===== src/rtl/uart_fast_write.sv =====
// uart_fast_write: oversampled UART transmitter
// 8 data bits MSB first, even parity, one stop bit, fed by a FIFO

module uart_fast_write #(
  parameter int OVERSAMPLE = 16,
  parameter int DEPTH      = 4
) (
  input  logic       clk,
  input  logic       rst_n,
  input  logic [7:0] word,
  input  logic       write,
  output logic       uart_stream,
  output logic       full,
  output logic       busy,
  output logic       drop
);

  localparam int AW = $clog2(DEPTH);
  localparam int CW = AW + 1;
  localparam int TW = $clog2(OVERSAMPLE);
  localparam logic [TW-1:0] TLAST = TW'(OVERSAMPLE - 1);
  localparam logic [CW-1:0] CFULL = CW'(DEPTH);

  typedef enum logic [2:0] {
    IDLE,
    START,
    DATA,
    PARITY,
    STOP
  } state_t;

  logic [7:0]    mem_q [DEPTH];
  logic [AW-1:0] rd_q;
  logic [AW-1:0] wr_q;
  logic [CW-1:0] cnt_q;
  logic [CW-1:0] cnt_d;
  logic          drop_q;

  state_t        state_q;
  logic [TW-1:0] tick_q;
  logic [2:0]    bit_idx_q;
  logic [7:0]    shift_q;
  logic          parity_q;
  logic          line_q;
  logic          line_d;

  logic          empty;
  logic          tick_last;
  logic          pop;
  logic          push;
  logic [7:0]    head;

  assign empty     = (cnt_q == '0);
  assign full      = (cnt_q == CFULL);
  assign busy      = (state_q != IDLE) || !empty;
  assign drop      = drop_q;
  assign head      = mem_q[rd_q];
  assign tick_last = (tick_q == TLAST);

  // Pop from IDLE, or on the last stop cycle so frames run back-to-back
  assign pop  = !empty &&
                ((state_q == IDLE) ||
                 ((state_q == STOP) && tick_last));
  // A pop in the same cycle frees the slot a full FIFO needs
  assign push = write && (!full || pop);

  assign cnt_d = cnt_q + CW'(push) - CW'(pop);

  // FIFO storage; contents need no reset since pointers are flushed
  always_ff @(posedge clk) begin
    if (rst_n && push) begin
      mem_q[wr_q] <= word;
    end
  end

  // FIFO pointers, occupancy and the registered drop pulse
  always_ff @(posedge clk) begin
    if (!rst_n) begin
      rd_q   <= '0;
      wr_q   <= '0;
      cnt_q  <= '0;
      drop_q <= 1'b0;
    end else begin
      if (push) wr_q <= wr_q + AW'(1);
      if (pop)  rd_q <= rd_q + AW'(1);
      cnt_q  <= cnt_d;
      drop_q <= write && !push;
    end
  end

  // Line level for the bit the FSM is currently holding
  always_comb begin
    line_d = 1'b1;
    unique case (state_q)
      IDLE:    line_d = 1'b1;
      START:   line_d = 1'b0;
      DATA:    line_d = shift_q[7];
      PARITY:  line_d = parity_q;
      STOP:    line_d = 1'b1;
      default: line_d = 1'b1;
    endcase
  end

  // Frame sequencer with registered serial output
  always_ff @(posedge clk) begin
    if (!rst_n) begin
      state_q   <= IDLE;
      tick_q    <= '0;
      bit_idx_q <= '0;
      shift_q   <= '0;
      parity_q  <= 1'b0;
      line_q    <= 1'b1;
    end else begin
      line_q <= line_d;
      unique case (state_q)
        IDLE: begin
          if (pop) begin
            shift_q  <= head;
            parity_q <= ^head;
            tick_q   <= '0;
            state_q  <= START;
          end
        end
        START: begin
          if (tick_last) begin
            tick_q    <= '0;
            bit_idx_q <= '0;
            state_q   <= DATA;
          end else begin
            tick_q <= tick_q + TW'(1);
          end
        end
        DATA: begin
          if (tick_last) begin
            tick_q  <= '0;
            shift_q <= {shift_q[6:0], 1'b0};
            if (bit_idx_q == 3'd7) begin
              state_q <= PARITY;
            end else begin
              bit_idx_q <= bit_idx_q + 3'd1;
            end
          end else begin
            tick_q <= tick_q + TW'(1);
          end
        end
        PARITY: begin
          if (tick_last) begin
            tick_q  <= '0;
            state_q <= STOP;
          end else begin
            tick_q <= tick_q + TW'(1);
          end
        end
        STOP: begin
          if (tick_last) begin
            tick_q <= '0;
            if (pop) begin
              shift_q  <= head;
              parity_q <= ^head;
              state_q  <= START;
            end else begin
              state_q <= IDLE;
            end
          end else begin
            tick_q <= tick_q + TW'(1);
          end
        end
        default: begin
          state_q <= IDLE;
        end
      endcase
    end
  end

  assign uart_stream = line_q;

endmodule


===== config.mk =====
export PLATFORM = sky130hd
export DESIGN_NAME = uart_fast_write
export DESIGN_NICKNAME = d
export VERILOG_FILES = /design/src/rtl/uart_fast_write.sv
export SDC_FILE = /design/constraint.sdc
export NUM_CORES = 1
export LEC_CHECK = 0
export BUFFER_PORTS_ARGS = -buffer_cell sky130_fd_sc_hd__buf_2
export CAP_MARGIN = 5
export CORE_MARGIN = 2
export CORE_UTILIZATION = 41
export CTS_BUF_LIST = sky130_fd_sc_hd__clkbuf_16
export DETAILED_ROUTE_END_ITERATION = 16
export GPL_ROUTABILITY_DRIVEN = 0
export PLACE_DENSITY_LB_ADDON = 0.3
export SLEW_MARGIN = 20
export SYNTH_ARGS = -nofsm -noshare
export SYNTH_HDL_FRONTEND = slang
export SYNTH_SLANG_ARGS = --single-unit

===== constraint.sdc =====
create_clock -name clk -period 7.5 [get_ports clk]
set_input_delay 1.125 -clock clk [delete_from_list [all_inputs] [get_ports clk]]
set_output_delay 1.125 -clock clk [all_outputs]
set_load 0.05 [all_outputs]

# After elaboration in Yosys (flattened, before gate mapping)
# Memories as Yosys holds them, arrays and structs flattened. A register that Yosys moved wholly into a read port is not among the register bits.
# Cells that the tools add are included.
[totals]
latch_bits = 0
n_memories = 1
regBits = 28
word_cells = 83
input_bits = 11
mem_bits_rw = 32
mem_bits_ro = 0
[op_classes]
n_addsub = 6
shifts = 0
div_mod_pow = 0
n_bitwise = 0
mul = 0
reduce_logical = 25
n_mux = 27
n_eq_ne = 14
magnitude_cmp = 0
[mem_list]
columns = ["name", "depth", "width", "read_ports", "rd_clocked_by_memory_dff", "wr", "line", "source"]
rows = [
  ["mem_q", 4, 8, 1, 1, 1, "32", "logic [7:0] mem_q [DEPTH];"],
]
[ops]
columns = ["op", "count"]
rows = [
  ["two-way mux 3 bit", 9],
  ["two-way mux 8 bit", 3],
  ["one-hot mux 8 bit (3 select lines)", 1],
  ["one-hot mux 3 bit (5 select lines)", 1],
  ["inequality test 2 bit, second input constant", 7],
  ["== test 3 bit, second input constant", 3],
  ["two-way mux 4 bit", 2],
  ["one-hot mux 4 bit (2 select lines)", 1],
  ["parity 8 bit", 1],
  ["== test 3 x 2 -> 1 bit, second input constant", 2],
  ["logical NOT 3 bit", 2],
  ["one-hot mux 3 bit (2 select lines)", 1],
  ["AND reduction 6 bit", 1],
  ["nonzero test 2 bit", 3],
  ["nonzero test 3 bit", 2],
  ["logical AND 1 bit", 5],
  ["two-way mux 1 bit", 5],
  ["adder 2 x 1 -> 2 bit, second input constant", 2],
  ["adder 4 x 1 -> 4 bit, second input constant", 1],
  ["== test 4 bit, second input constant", 1],
  ["two-way mux 2 bit", 2],
  ["AND reduction 2 bit", 2],
  ["AND reduction 4 bit", 1],
  ["OR reduction 4 bit", 1],
  ["9 further kinds", 13],
]

# Logic depth before layout (Yosys ltp)
# Gate-level depths: netlist (run 1).
[logic_depth]
word_depth = 9
ltp_mapped = 11
ltp_nobuf = 11

# Worst setup path after synthesis (run 1)
# No wires, ideal clock.
[synth_timing]
path_type = "reg-to-reg"
from = "reg tick_q[0]"
to = "reg cnt_q[2]"
path_buffers = 0
required_ns = 7.385
path_slack_ns = 4.797
arrival_time_ns = 2.588
path_stages_with_launch = 12
cell_sequence = "dfxtp_1 ha_1 nand3_2 a2111oi_4 nor2b_1 o21bai_1 ha_1 inv_1 fa_1 xnor2_1 xnor2_1 and2_1"
[synth_via]
elab_chain_cells = 8
[synth_rtl]
columns = ["element", "line", "source"]
rows = [
  ["from (decl)", "40", "logic [TW-1:0] tick_q;"],
  ["from (signal assigned)", "130", "tick_q <= tick_q + TW'(1);"],
  ["from (signal assigned)", "143", "tick_q <= tick_q + TW'(1);"],
  ["from (signal assigned)", "151", "tick_q <= tick_q + TW'(1);"],
  ["== test 4 bit (*)", "58", "assign tick_last = (tick_q == TLAST);"],
  ["logical AND 1 bit (*)", "63", "((state_q == STOP) && tick_last));"],
  ["logical OR 1 bit (*)", "62", "((state_q == IDLE) ||"],
  ["logical AND 1 bit (*)", "61", "assign pop = !empty &&"],
  ["logical OR 1 bit", "65", "assign push = write && (!full || pop);"],
  ["logical AND 1 bit", "65", ""],
  ["adder 3 x 1 -> 3 bit", "67", "assign cnt_d = cnt_q + CW'(push) - CW'(pop);"],
  ["subtractor 3 x 1 -> 3 bit (*)", "67", ""],
  ["to (signal assigned)", "86", "cnt_q <= cnt_d;"],
  ["to (decl)", "35", "logic [CW-1:0] cnt_q;"],
]
# Mark *: on every way between the ends. The rest lies on a longest branch, timed or not.
# A chain may end at the register's enable or synchronous reset.

# Worst setup path after layout (run 1)
# Same ends and word-level chain as after synthesis.

==> run summary, run 1 <==
Tcrit/Tclk final = 38.86%
max cap viols = 0
commonest non-fill, non-tap cells in the layout = edfxtp_1 (32), dfxtp_1 (30), nand2_1 (18), buf_2 (14), and2_1 (12)
CP endpoint kind = register
Starting Density = 43.04%
layout cells sized above 1 = 18.88%
Post-CTS Hold Buffers = 0
DR vias/cell = 5.142
Clock Path Buffers = 2
largest net degree at the start of global routing = 30
gr usage total = 13.15%
Yosys reg bits = 62
DR iter-0 viols = 101
global-route wire length before repair = 7.362 mm
hold_ws = 0.4806 ns
Clock Latency Late Sink = 0.32 ns
detailed-placement wirelength estimate = 2.851 mm
main flop type after synthesis = edfxtp_1
Avg WL per Cell = 13.96 um
number of global-route vias before repair = 1549
# DRC = 0
# resized after CTS = 0
unrepaired setup endpoints after global routing = no
Distinct cells, synth = 46
post-CTS repair timing setup buffer count = 0
CTS tree = done
total gr overflow = 0
io pins = 15
clk sinks = 62
Routed Antenna Nets = 0
CORE AREA = 6422 um^2
CP arrival = 3.13 ns
I/O Buffers = 14
max-slew violation count = 0
Final Setup Violations = 0
share of flip-flops with an asynchronous set or reset = 0%
largest area contributor in the synthesized netlist = edfxtp_1
Syn Nets = 234
Slew headroom = 33.09%
setup TNS = 0 ns
share of the synthesized area in the top cell type = 34.77%
Syn Inst Count = 214
CTS HTree Levels = 3
total CTS buffers = 9
leakage power = 1.191 nW
vias = 1594
worst vdd ir = 0.0002437 V
Die Y = 86.11 um
Final min period = 2.915 ns
startpoint types = register
final hold violation count = 0
post-layout util = 49.50%
worst hold path type = reg2reg
nets@finish = 248
Row Count = 29
ant diodes = 0
warnings from Yosys = 0
layout filler cell count = 521
clock skew = 0.006002 ns
status = finished clean
area of the die = 7414 um^2
clk slew on worst S/H paths = 0.05 ns
synth top area cells = edfxtp_1 (35%), dfxtp_1 (22%), mux4_2 (6.5%)
Seq/Total Area, Yosys = 56.50%
post-synthesis area per instance = 12.92 um^2
CP Data Required Time = 7.72 ns
worst-margin pin slew = 1.002 ns
Pwr Density = 378.3 nW/um^2
CP Max Fanout = 9
die width = 86.11 um
synthesized area = 2764 um^2
most common cell after layout, fill and taps aside = edfxtp_1
Achievable Freq = 343.1 MHz
CP Class = reg2reg
Synth-to-Final Area Change = 15.03%
initial antenna violation count = 0
clk root buf = clkbuf_16
Detailed Route WL = 4.329 mm
Post-synth EDFFs = 32
1st-pass router iterations = 4
cell type report:
cell class / instances / area (um^2) / area share [%]
Clock buffer: 9 / 225.2 / 7.084
Multi-Input combinational cell: 136 / 1126 / 35.42
Inverter: 5 / 18.77 / 0.5903
Sequential cell: 62 / 1562 / 49.11
Timing Repair Buffer: 14 / 70.07 / 2.204
Clock inverter: 7 / 81.33 / 2.558
Tap cell: 77 / 96.34 / 3.030
synth_stat cells, types with 5 or more instances:
cell type / count
o211a_1: 7
clkbuf_1: 5
nor2_1: 8
mux2i_1: 8
ha_1: 8
mux4_2: 8
edfxtp_1: 32
nor2b_1: 7
dfxtp_1: 30
xnor2_1: 11
inv_1: 5
nand2_1: 18
and2_1: 12
nand3_1: 5
a21boi_0: 5
final timing paths:
kind	start	to	slack, ns	cells after the start
setup / recovery	tick_q[0]	cnt_q[2]	4.59	11
hold / removal	bit_idx_q[1]	bit_idx_q[1]	0.48	2
setup reg to reg	tick_q[0]	cnt_q[2]	4.59	11
hold reg to reg	bit_idx_q[1]	bit_idx_q[1]	0.48	2
report_power, final:
group | leakage (nW) | switching, mW | internal [mW] | total (mW)
clock | 0.147 | 0.150 | 0.261 | 0.411
sequential | 0.537 | 0.0511 | 0.410 | 0.461
combinational | 0.508 | 0.173 | 0.158 | 0.331
total | 1.19 | 0.374 | 0.829 | 1.20
registers in the layout, summed over array words and instances (netlist names), named ones only:
register and flops:
bit_idx_q 3, cnt_q 3, drop 1, mem_q 32, parity_q 1, rd_q 2, shift_q 8, state_q 3
tick_q 4, uart_stream 1, wr_q 2
routing by layer:
layer	GRT usage [%]	part of all wire, %	up-vias
li1	-	-	808
met1	16.57	47	759
met2	20.37	49	25
met3	5.679	3.6	2
met4	4.329	0.65	0
met5	0	0	-
cells by family (layout without fill, tap and decap cells):
kind of cell / Yosys count / after routing / share of synthesized area, %
xor+xnor: 13 / 13 / 4.120
buf+inv: 16 / 35 / 2.761
simple gates: 64 / 64 / 12.54
flops: 62 / 62 / 56.50
compound gates: 34 / 34 / 10.32
mux: 16 / 16 / 9.416
fa+ha+maj: 9 / 9 / 4.346
stage by stage:
stage,setup WS (ns),power (mW),std cells,cell area [um^2]
after floorplan,4.797,0.7447,214,2764
after global placement,4.669,0.8000,294,2873
after detailed placement,4.583,0.8037,294,2873
after CTS,4.570,1.218,310,3179
after global routing,4.355,1.280,310,3179
final,4.585,1.203,310,3179
critical path: stages, from the launching register on:
cell	delay, ns
dfxtp_1	0.38
ha_1	0.24
nand3_2	0.16
a2111oi_4	0.63
nor2b_1	0.28
o21bai_1	0.14
ha_1	0.16
inv_1	0.05
fa_1	0.37
xnor2_1	0.14
xnor2_1	0.12
and2_1	0.15
No activity file was read; power rests on OpenSTA's default activity.
==> inputs of run 2 (changes only) <==
Clock period 7.5 ns to 2.9 ns, I/O delays scaled along.
==> run 2 against run 1 <==
  * Worst setup slack lost 4.3 ns
  * Via count grew 2.9%
  * Sequential power grew to 2.6 times the previous value
  * Final cell count grew 0.97%
==> run summary, run 2 (synthesized netlist as in run 1, its figures left out) <==
Routed Antenna Nets = 0
Starting Density = 43.04%
Final Setup Violations = 0
CORE AREA = 6422 um^2
startpoint types = register
unrepaired setup endpoints after global routing = no
setup TNS = 0 ns
clk sinks = 62
worst slack at placement = 0.2477 ns
r2r endpoint = cnt_q[2]
worst vdd ir = 0.0004861 V
part of the power in registers = 36.2%
largest net degree at the start of global routing = 29
Reg2Reg Launch Point = tick_q[0]
switch share = 29.44%
CP Launch Point = tick_q[0]
nets@finish = 251
P_sw = 0.9695 mW
Clock Power Share = 37.3%
end of the critical path = cnt_q[2]
commonest non-fill, non-tap cells in the layout = edfxtp_1 (32), dfxtp_1 (30), nand2_1 (18), buf_2 (14), and2_1 (12)
Most flops, register = mem_q
CP Data Required Time = 3.12 ns
CP arrival = 2.88 ns
max cap viols = 0
layout cells sized above 1 = 19.92%
Tcrit/Tclk final = 91.74%
CP Class = reg2reg
post-CTS repair timing setup buffer count = 0
worst hold path type = in2reg
ant diodes = 0
vias = 1640
I/O Buffers = 14
CP endpoint kind = register
Row Count = 29
Reg2Reg Depth = 11
total gr overflow = 0
initial antenna violation count = 0
clk slew on worst S/H paths = 0.05 ns
CTS tree = done
Clock Latency Late Sink = 0.32 ns
io pins = 15
Post-CTS Hold Buffers = 0
status = finished clean
number of global-route vias before repair = 1582
CTS HTree Levels = 3
Avg WL per Cell = 14.27 um
max-slew violation count = 0
Die Y = 86.11 um
Final min period = 2.660 ns
Pwr Density = 1016 nW/um^2
# resized after CTS = 0
leakage power = 1.221 nW
max reg flops = 32
Clock Path Buffers = 2
1st-pass router iterations = 4
P_int = 2.324 mW
post-route cell area = 3243 um^2
worst-margin pin slew = 0.6185 ns
# DRC = 0
detailed-placement wirelength estimate = 2.893 mm
Detailed Route WL = 4.466 mm
Synth-to-Final Area Change = 17.34%
global-route wire length before repair = 7.452 mm
Largest regs = mem_q (32), shift_q (8), tick_q (4)
Final WS setup = 0.2397 ns
Gate power share = 26.6%
area of the die = 7414 um^2
Achievable Freq = 375.9 MHz
DR iter-0 viols = 69
die width = 86.11 um
post-layout util = 50.50%
area post-placement = 2895 um^2
reg2reg setup slack = 0.24 ns
gr usage total = 13.53%
clk root buf = clkbuf_16
DR vias/cell = 5.240
total CTS buffers = 9
clock skew = 0.004033 ns
final hold violation count = 0
Slew headroom = 58.77%
CP Max Fanout = 5
most common cell after layout, fill and taps aside = edfxtp_1
-- run 2: power groups by stage --
stage               registers [mW]  logic (mW)  clock network, mW
finish                        1.19       0.875               1.23
global route                  1.21       0.972               1.29
CTS                           1.19       0.890               1.25
detailed placement            1.21       0.884                  0
global placement              1.21       0.875                  0
floorplan                     1.16       0.768                  0
-- run 2: final cells by class --
| class | count | area, um^2 |
|---|---|---|
| fillers | 550 | 3179 |
| inverters | 5 | 18.77 |
| repair buffers | 17 | 92.59 |
| well taps | 77 | 96.34 |
| multi-input cells | 136 | 1126 |
| clock inverters | 7 | 122.6 |
| flip-flops and latches | 62 | 1562 |
| clock buffers | 9 | 225.2 |
-- run 2: metrics by stage --
| step | total power, mW | hold slack (ns) | std cells |
|---|---|---|---|
| after global placement | 2.083 | 0.4553 | 297 |
| after global routing | 3.477 | 0.3225 | 313 |
| final | 3.294 | 0.3234 | 313 |
| after detailed placement | 2.094 | 0.4616 | 297 |
| after CTS | 3.338 | 0.3117 | 313 |
| after floorplan | 1.926 | 0.4444 | 214 |
-- run 2: how the worst min path moves through the flow --
stage,startpoint,end,slack [ns],depth (start not counted)
after floorplan,shift_q[0],shift_q[0],0.44,2
after global placement,shift_q[0],shift_q[0],0.46,2
after detailed placement,bit_idx_q[1],bit_idx_q[1],0.46,2
after CTS,word[5],mem_q[2][5],0.31,1
after global routing,word[1],mem_q[0][1],0.32,1
final,word[1],mem_q[1][1],0.32,1
-- run 2: per-layer routing --
layer / vias to the layer above / part of all wire, % / track usage, %
met5: - / 0 / 0
met4: 0 / 2.0 / 7.359
met3: 9 / 2.8 / 4.139
met2: 19 / 47 / 21.42
met1: 798 / 49 / 16.50
li1: 814 / - / -
-- run 2: critical path: stages (launching register included) --
cell       delay [ns]
dfxtp_1          0.37
ha_1             0.24
nand3_2          0.16
a2111oi_4        0.38
nor2b_1          0.25
o21bai_1         0.14
ha_1             0.16
inv_1            0.05
fa_1             0.37
xnor2_1          0.15
xnor2_1          0.13
and2_1           0.15
==> inputs of run 3 (changes only) <==
Settings changed: REMOVE_ABC_BUFFERS set to 1.
==> run 3 against run 2 <==
  * Power decreased by 6.1%
  * Sequential cell count did not move
  * Final cell count unchanged
  * Via count shrank 0.91%
  * Wire length is 2.2% lower
  * Non-clock buffer count is the same
  * Global-route usage decreased by 0.098 points
  * Critical endpoint unchanged
  * Register-to-register slack improved by 0.03 ns
  * Critical path depth stayed put
==> run summary, run 3 (synthesized netlist as in run 1, its figures left out) <==
reg2reg setup slack = 0.27 ns
die width = 86.11 um
Die Y = 86.11 um
hold_ws = 0.3266 ns
gr usage total = 13.43%
number of global-route vias before repair = 1601
max-slew violation count = 0
Clock Power Share = 33.3%
Gate power share = 28.2%
post-CTS repair timing setup buffer count = 0
clk root buf = clkbuf_16
ant diodes = 0
most common cell after layout, fill and taps aside = edfxtp_1
P_int = 2.139 mW
unrepaired setup endpoints after global routing = no
DR vias/cell = 5.192
switch share = 30.79%
CP arrival = 2.85 ns
# resized after CTS = 0
leakage power = 1.202 nW
# DRC = 0
Achievable Freq = 379.5 MHz
vias = 1625
area of the die = 7414 um^2
worst vdd ir = 0.0003552 V
DR iter-0 viols = 70
Pwr Density = 970.4 nW/um^2
worst-margin pin slew = 0.6571 ns
Cells after DPL = 297
Clock Path Buffers = 2
P_sw = 0.9518 mW
CP Data Required Time = 3.12 ns
setup TNS = 0 ns
final hold violation count = 0
global-route wire length before repair = 7.624 mm
status = finished clean
I/O Buffers = 14
Avg WL per Cell = 13.96 um
max cap viols = 0
CTS tree = done
Clock Latency Late Sink = 0.32 ns
detailed-placement wirelength estimate = 2.907 mm
CP Max Fanout = 5
CP endpoint kind = register
io pins = 15
total CTS buffers = 9
Detailed Route WL = 4.369 mm
nets@finish = 251
CORE AREA = 6422 um^2
worst hold path type = in2reg
Starting Density = 43.04%
post-layout util = 49.60%
total gr overflow = 0
clk slew on worst S/H paths = 0.05 ns
Tcrit/Tclk final = 90.85%
startpoint types = register
layout cells sized above 1 = 19.49%
Slew headroom = 56.19%
clock skew = 0.008517 ns
largest net degree at the start of global routing = 29
commonest non-fill, non-tap cells in the layout = edfxtp_1 (32), dfxtp_1 (30), nand2_1 (18), buf_2 (14), and2_1 (12)
Row Count = 29
Routed Antenna Nets = 0
final cell count without fillers = 313
Most flops, register = mem_q
CTS HTree Levels = 3
clk sinks = 62
Final Setup Violations = 0
Final min period = 2.635 ns
max reg flops = 32
initial antenna violation count = 0
part of the power in registers = 38.6%
Synth-to-Final Area Change = 15.26%
1st-pass router iterations = 4
CP Class = reg2reg
Largest regs = mem_q (32), shift_q (8), tick_q (4)
Post-CTS Hold Buffers = 0
## run 3: final cells by class
class	count	area (um^2)
multi-input combinational	136	1126
inverter	5	18.77
clock buffer	9	225.2
sequential	62	1562
clock inverter	7	65.06
timing repair buffer	17	92.59
tap	77	96.34
fill	570	3237
## run 3: path summary, 6_finish.rpt
| check | startpoint | to | cells after the start |
|---|---|---|---|
| setup / recovery | tick_q[0] | cnt_q[2] | 11 |
| hold / removal | word[5] | mem_q[2][5] | 1 |
| setup reg to reg | tick_q[0] | cnt_q[2] | 11 |
| hold reg to reg | bit_idx_q[1] | bit_idx_q[1] | 2 |
## run 3: routing by layer
layer | vias to the layer above | part of all wire [%] | global-route usage, %
met1 | 785 | 50 | 17.49
li1 | 813 | - | -
met3 | 9 | 2.5 | 2.887
met2 | 18 | 45 | 20.86
met4 | 0 | 2.2 | 7.359
met5 | - | 0 | 0
## run 3: worst max-delay path, cell delays in order (launching register included)
cell	delay, ns
dfxtp_1	0.36
ha_1	0.23
nand3_2	0.16
a2111oi_4	0.38
nor2b_1	0.25
o21bai_1	0.14
ha_1	0.16
inv_1	0.04
fa_1	0.37
xnor2_1	0.14
xnor2_1	0.13
and2_1	0.15
## run 3: power groups by stage
stage	registers [mW]	logic, mW	clock network (mW)
after floorplan	1.19	0.702	0
after global placement	1.21	0.872	0
after detailed placement	1.21	0.877	0
after CTS	1.20	0.882	1.06
after global routing	1.22	0.977	1.09
final	1.19	0.870	1.03
## run 3: per-stage QoR
step	power (mW)	worst slack, ns	instance area [um^2]
floorplan	1.896	0.1968	2706
global placement	2.080	0.3270	2895
detailed placement	2.091	0.2746	2895
CTS	3.136	0.2547	3186
global route	3.286	0.01273	3186
finish	3.091	0.2653	3186
